--- config.mk ---
export PLATFORM = sky130hd
export DESIGN_NAME = cache_port_arbiter
export DESIGN_NICKNAME = d
export VERILOG_FILES = /design/src/rtl/cache_port_arbiter.sv
export SDC_FILE = /design/constraint.sdc
export NUM_CORES = 1
export LEC_CHECK = 0
export ABC_CLOCK_PERIOD_IN_PS = 1700
export BUFFER_PORTS_ARGS = -buffer_cell sky130_fd_sc_hd__buf_2
export CELL_PAD_IN_SITES_DETAIL_PLACEMENT = 1
export CELL_PAD_IN_SITES_GLOBAL_PLACEMENT = 1
export CORE_ASPECT_RATIO = 0.7
export CORE_UTILIZATION = 34
export DETAILED_ROUTE_END_ITERATION = 6
export GPL_TIMING_DRIVEN = 0
export PLACE_DENSITY_LB_ADDON = 0.1
export RECOVER_POWER = 25
export SYNTH_ARGS = -nofsm -noshare
export SYNTH_HDL_FRONTEND = slang
export SYNTH_SLANG_ARGS = --single-unit
export TNS_END_PERCENT = 1
--- constraint.sdc ---
create_clock -name clk -period 1.7 [get_ports clk]
set_input_delay 0 -clock clk [delete_from_list [all_inputs] [get_ports clk]]
set_output_delay 0 -clock clk [all_outputs]
set_load 0.01 [all_outputs]
--- src/rtl/cache_port_arbiter.sv ---
// Shares one single-ported data cache between instruction fetch (port 0) and the LSU (port 1).
// Define CACHE_PORT_ARB_RR_EN for round-robin arbitration; otherwise port 1 has fixed priority.
//
// state | meaning
// IDLE  | sample requests, pick a winner, launch cache_enable
// ISSUE | cache_enable high for this single cycle
// WAIT  | hold request to cache until cache_available
// RESP  | done pulse to the winner is visible
module cache_port_arbiter #(
  parameter int ADDR_W = 27,
  parameter int DATA_W = 32
) (
  input  logic              clk,
  input  logic              rstn,
  input  logic              req0,
  input  logic [ADDR_W-1:0] addr0,
  input  logic [DATA_W-1:0] wdata0,
  input  logic              write0,
  output logic              done0,
  output logic [DATA_W-1:0] rdata0,
  input  logic              req1,
  input  logic [ADDR_W-1:0] addr1,
  input  logic [DATA_W-1:0] wdata1,
  input  logic              write1,
  output logic              done1,
  output logic [DATA_W-1:0] rdata1,
  output logic [ADDR_W-1:0] cache_addr,
  output logic [DATA_W-1:0] cache_write_data,
  output logic              cache_write,
  output logic              cache_enable,
  input  logic [DATA_W-1:0] cache_read_data,
  input  logic              cache_available,
  output logic              busy,
  output logic              grant_id
);

  typedef enum logic [1:0] {
    S_IDLE  = 2'd0,
    S_ISSUE = 2'd1,
    S_WAIT  = 2'd2,
    S_RESP  = 2'd3
  } state_t;

  state_t            state_q, state_d;
  logic              done0_q, done0_d;
  logic              done1_q, done1_d;
  logic [DATA_W-1:0] rdata0_q, rdata0_d;
  logic [DATA_W-1:0] rdata1_q, rdata1_d;
  logic [ADDR_W-1:0] cache_addr_q, cache_addr_d;
  logic [DATA_W-1:0] cache_write_data_q, cache_write_data_d;
  logic              cache_write_q, cache_write_d;
  logic              cache_enable_q, cache_enable_d;
  logic              grant_id_q, grant_id_d;
  logic              winner;

`ifdef CACHE_PORT_ARB_RR_EN
  logic rr_last_q, rr_last_d;

  // Contention goes to the port that did not win last; a lone requester always wins.
  always_comb winner = (req0 && req1) ? ~rr_last_q : req1;
`else
  always_comb winner = req1;
`endif

  always_comb begin
    state_d            = state_q;
    done0_d            = 1'b0;
    done1_d            = 1'b0;
    rdata0_d           = rdata0_q;
    rdata1_d           = rdata1_q;
    cache_addr_d       = cache_addr_q;
    cache_write_data_d = cache_write_data_q;
    cache_write_d      = cache_write_q;
    cache_enable_d     = 1'b0;
    grant_id_d         = grant_id_q;
`ifdef CACHE_PORT_ARB_RR_EN
    rr_last_d          = rr_last_q;
`endif
    case (state_q)
      S_IDLE: begin
        if (req0 || req1) begin
          grant_id_d         = winner;
          cache_addr_d       = winner ? addr1  : addr0;
          cache_write_data_d = winner ? wdata1 : wdata0;
          cache_write_d      = winner ? write1 : write0;
          cache_enable_d     = 1'b1;
`ifdef CACHE_PORT_ARB_RR_EN
          rr_last_d          = winner;
`endif
          state_d            = S_ISSUE;
        end
      end
      S_ISSUE: state_d = S_WAIT;
      S_WAIT: begin
        if (cache_available) begin
          if (!cache_write_q) begin
            if (grant_id_q) rdata1_d = cache_read_data;
            else            rdata0_d = cache_read_data;
          end
          if (grant_id_q) done1_d = 1'b1;
          else            done0_d = 1'b1;
          state_d = S_RESP;
        end
      end
      // RESP always returns to IDLE so a requester gets one edge to drop req after done.
      S_RESP:  state_d = S_IDLE;
      default: state_d = S_IDLE;
    endcase
  end

  always_ff @(posedge clk or negedge rstn) begin
    if (!rstn) begin
      state_q            <= S_IDLE;
      done0_q            <= 1'b0;
      done1_q            <= 1'b0;
      rdata0_q           <= '0;
      rdata1_q           <= '0;
      cache_addr_q       <= '0;
      cache_write_data_q <= '0;
      cache_write_q      <= 1'b0;
      cache_enable_q     <= 1'b0;
      grant_id_q         <= 1'b0;
`ifdef CACHE_PORT_ARB_RR_EN
      rr_last_q          <= 1'b1;
`endif
    end else begin
      state_q            <= state_d;
      done0_q            <= done0_d;
      done1_q            <= done1_d;
      rdata0_q           <= rdata0_d;
      rdata1_q           <= rdata1_d;
      cache_addr_q       <= cache_addr_d;
      cache_write_data_q <= cache_write_data_d;
      cache_write_q      <= cache_write_d;
      cache_enable_q     <= cache_enable_d;
      grant_id_q         <= grant_id_d;
`ifdef CACHE_PORT_ARB_RR_EN
      rr_last_q          <= rr_last_d;
`endif
    end
  end

  assign done0            = done0_q;
  assign done1            = done1_q;
  assign rdata0           = rdata0_q;
  assign rdata1           = rdata1_q;
  assign cache_addr       = cache_addr_q;
  assign cache_write_data = cache_write_data_q;
  assign cache_write      = cache_write_q;
  assign cache_enable     = cache_enable_q;
  assign grant_id         = grant_id_q;
  assign busy             = (state_q != S_IDLE);

endmodule

=== Yosys cells after proc, flatten, opt, wreduce, memory -nomap -nowiden ===
Cells that the tools add are included.

* Equality and inequality tests: 5
* Multiplexer cells: 14
* Bitwise gates (word level): 2
* Reduce and logical (&&, ||, !) cells: 7

{| class="wikitable"
|+ Operators by type and width
! kind !! number
|-
| $mux 32 || 1
|-
| $mux 27 || 1
|-
| $mux 1 || 9
|-
| $pmux 2 s4 || 1
|-
| $reduce_and 4->1 || 2
|-
| $eq 2x2->1 const B || 2
|-
| $mux 2 || 2
|-
| $ne 2x2->1 const B || 2
|-
| $reduce_and 2->1 || 2
|-
| $eq 2x1->1 const B || 1
|-
| $logic_not 2->1 || 1
|-
| $not 1->1 || 2
|-
| $reduce_bool 2->1 || 1
|-
| $logic_or 1x1->1 || 1
|}

* Logic and storage cells: 38
* Output and inout bits: 129
* Flip-flop bits (word level): 130

=== Depth between registers and ports, before layout ===
* Depth after elaboration: 3
* Mapped depth: 7

=== Least setup slack after synthesis ===
Ideal clock, no wire load.

* Kind: reg-to-reg
* Start point: register state_q[0]
* End point: register rdata0_q[12] (netlist: rdata0[12])
* Path buffers: 1
* Library setup time: 0.125 ns
* Stages on the path, launching flop included: 7
* Data arrival time: 1.449 ns
* Slack: 0.127 ns
* Cells stage by stage: dfrtp_1 inv_1 ha_1 nand2_1 nor3_2 buf_2 mux2_2

* Cells in the longest elaborated chain, start to end: 2

{| class="wikitable"
|+ Ends and longest elaborated chain
! item !! line !! source
|-
| start, declared || 44 || <nowiki>state_t state_q, state_d;</nowiki>
|-
| start signal, assigned || 127 || <nowiki>state_q <= state_d;</nowiki>
|-
| $eq 2x2->1 || 79 || <nowiki>case (state_q)</nowiki>
|-
| $reduce_and 4->1 (no line) || - ||
|-
| end signal, assigned || 130 || <nowiki>rdata0_q <= rdata0_d;</nowiki>
|-
| end, declared || 47 || <nowiki>logic [DATA_W-1:0] rdata0_q, rdata0_d;</nowiki>
|}

Every way passes these cells.
A chain may end at the register's enable or synchronous reset.

=== Final worst setup path ===
* Start point: register state_q[0]
* End point: register rdata0_q[9] (netlist: rdata0[9])

The elaborated chain is that of the path after synthesis.

==> key figures <==
Timing
  – Final setup fails: 0
  – Final hold slack: about 270 ps
  – Max-slew violations: 0
  – Setup Skew: roughly 16 ps
  – Post-layout min period: ~1700 ps
  – Final Hold Vio Count: 0
  – RSZ-0062 raised after global routing: yes
  – Relative slew margins: 0.113
  – Worst slew pin tran: about 1300 ps
  – Max Clk Rate: 0.594 GHz
  – Final period util: 0.990

Synth
  – Most numerous cell in the Yosys netlist: dfrtp_1
  – Largest area contributor in the netlist: dfrtp_1
  – Sequential area share after synthesis: 0.591
  – Post-synth EDFFs: 0
  – Flops & latches, synth: 130
  – Most frequent cells after synthesis: dfrtp_1, nand2_1, mux2i_1, o21ai_0, mux2_2
  – Synth area leaders: dfrtp_1, mux2i_1, mux2_4
  – Async set-reset flop share out of synthesis: 1.00
  – Syn Inst Count: 422
  – Net Count, Synth: between 500 and 600
  – Synthesized cell area: 0.00550 mm^2
  – Syn_area_per_cell: about 13 um^2
  – Syn. warnings: 0
  – Most used DFF post-synth: dfrtp_1
  – Netlist cell types: 21
  – Post-synth top area share: 0.591

Power and ir drop
  – LEAKAGE: 5.05 nW
  – Total chip power: 15.9 mW
  – PD cells: approximately 1600 mW/mm^2
  – Maximum VDD drop: approximately 0.69 mV

Global routing
  – First-pass GRT wire length: a little over 30 mm
  – Largest net degree at the start of global routing: 84
  – Total track usage: 0.237
  – Initial antenna violation count: 1
  – Grt total ovfl: 0
  – Vias in the first global route: 5715

Route
  – WL/cell: 18.1 um
  – Vias: roughly 5200
  – Post-route ant nets: 0
  – DR pass1 iterations: 4
  – Final WL: around 20 mm
  – Drc violations: 0
  – Vias/cell: 4.72
  – DRT iter0 DRCs: approximately 190

Clock tree
  – CTS H-Tree Depth: 4
  – Clk slew on worst S/H paths: approximately 60 ps
  – Clk sinks: between 100 and 150
  – CTS tree: done
  – CTS buffer count: 17
  – Clock Latency Late Sink: between 400 and 500 ps
  – CTS max path bufs: 2
  – Root Buffer: clkbuf_16

Finish
  – Area growth syn-to-layout: 76.2%
  – Cell area after layout: ~0.0097 mm^2
  – Fillers: between 1500 and 2000
  – Layout Cells excl Fill: 1100
  – Final #Nets: about 1000
  – Diodes inserted: 0
  – Layout cells sized above 1: 0.466

Floorplan
  – Std-Cell Core Area: about 0.016 mm^2
  – Initial core utilization: 0.352
  – Die width: approximately 150 um
  – Num rows: 38
  – IO Count: around 290
  – Die Height: 108 um
  – Die ar.: 0.0167 mm^2

Job
  – MaxCap Viol Count: 0

Run status
  – Status: finished, final reports clean

Worst setup path
  – CP Capture Type: flip-flop
  – WS Path Type: reg2reg
  – WP data arrival: 1980 ps
  – Critical Path Fanout Max: 6
  – CP startpoint kind: flip-flop
  – Required time worst endpoint: about 2000 ps

Place
  – Post-DP HPWL: between 10 and 15 mm
  – IO Port Bufs: 284
  – Placed instance area: slightly above 0.007 mm^2
  – Placed Instances: just over 900
  – RD Place Congestion: approximately 0.75

Min path
  – Worst min path class: in2reg
## cell usage in the layout, fill, tap and decap left out, types with 2 or more instances in the layout
cell type / n
nand2_1: 62
o21ai_1: 5
clkbuf_1: 4
ha_4: 2
buf_8: 3
inv_1: 3
clkbuf_2: 3
mux2_2: 14
buf_6: 2
mux2i_1: 60
nor2_1: 2
clkbuf_4: 2
clkinvlp_4: 2
clkbuf_16: 19
dfrtp_1: 129
buf_2: 296
buf_12: 4
mux2_4: 50
bufinv_16: 5
dlygate4sd3_1: 155
o21ai_0: 55
buf_4: 2
inv_6: 6
## flip-flops by register name (all words and copies together), names as in the netlist
register	cells
cache_addr	27
rdata0	32
cache_write_data	32
cache_write	1
grant_id	1
done1	1
state_q	2
cache_enable	1
rdata1	32
done0	1
## worst max-delay path: stages, from the launching register on
cell and delay [ps]:
dfrtp_1 390, inv_2 120, ha_4 160, nand2_4 50
nor3_4 230, buf_12 180, buf_12 120, mux2_2 330
## layer usage
metal,track usage,wire length (um)
met2,0.424,10200
met3,0.0677,1250
met4,0.0864,387
met1,0.273,8040
met5,0,13
## cells by family after synthesis
| group | Yosys count | share of synthesized area |
|---|---|---|
| fa+ha+maj | 3 | 0.00682 |
| simple gates | 69 | 0.0496 |
| compound gates | 64 | 0.0605 |
| mux | 125 | 0.263 |
| buf+inv | 31 | 0.0296 |
| flops | 130 | 0.591 |
## worst paths after layout
kind | start | to | slack (ps) | cells past startpoint
max | state_q[0] | rdata0[9] | 20 | 7
min | req1 | state_q[0] | 270 | 4
max reg2reg | state_q[0] | rdata0[9] | 20 | 7
min reg2reg | cache_write_data[12] | cache_write_data[12] | 470 | 2
max in group asynchronous | rstn | cache_write | 250 | 3
min in group asynchronous | rstn | cache_write_data[23] | 420 | 2
## report_power, final
part / total [mW] / internal (mW) / leakage (nW) / switching, mW
Clock: 4.08 / 2.63 / 0.313 / 1.45
Sequential: 5.50 / 4.62 / 1.59 / 0.876
Combinational: 6.33 / 3.18 / 3.15 / 3.15
Total: 15.9 / 10.4 / 5.05 / 5.48
## metrics by stage
stage | TNS [ps] | utilization | worst slack (ps)
2_1_floorplan | 0 | - | 127
5_1_grt | -2030 | 0.620 | -64.7
3_5_place_dp | -7920 | 0.461 | -201
6_report | 0 | 0.620 | 17.1
3_3_place_gp | -148030 | 0.459 | -1120
4_1_cts | -880 | 0.604 | -50.5
## area by class of cell
cell class                      instances  area (um^2)  share of cell area
Buffer                                 27          218              0.0225
Multi-Input combinational cell        261         2210               0.228
Clock buffer                           18          429              0.0443
Clock inverter                         14          223              0.0230
Timing Repair Buffer                  446         3100               0.319
Inverter                                4         15.0             0.00155
Tap cell                              200          250              0.0258
Sequential cell                       130         3250               0.336
## what timing repair did
| action | 4_1_cts | 5_1_grt |
|---|---|---|
| setup endpoints to repair | 80 | 120 |
| gates cloned | 0 | 3 |
| hold endpoints to repair | 175 | 0 |
| pin swaps | 0 | 2 |
| buffers inserted | 0 | 3 |
| resized for setup | 10 | 51 |
| hold buffers | 155 | 0 |
Note: power is estimated with default switching activity, not from simulation.
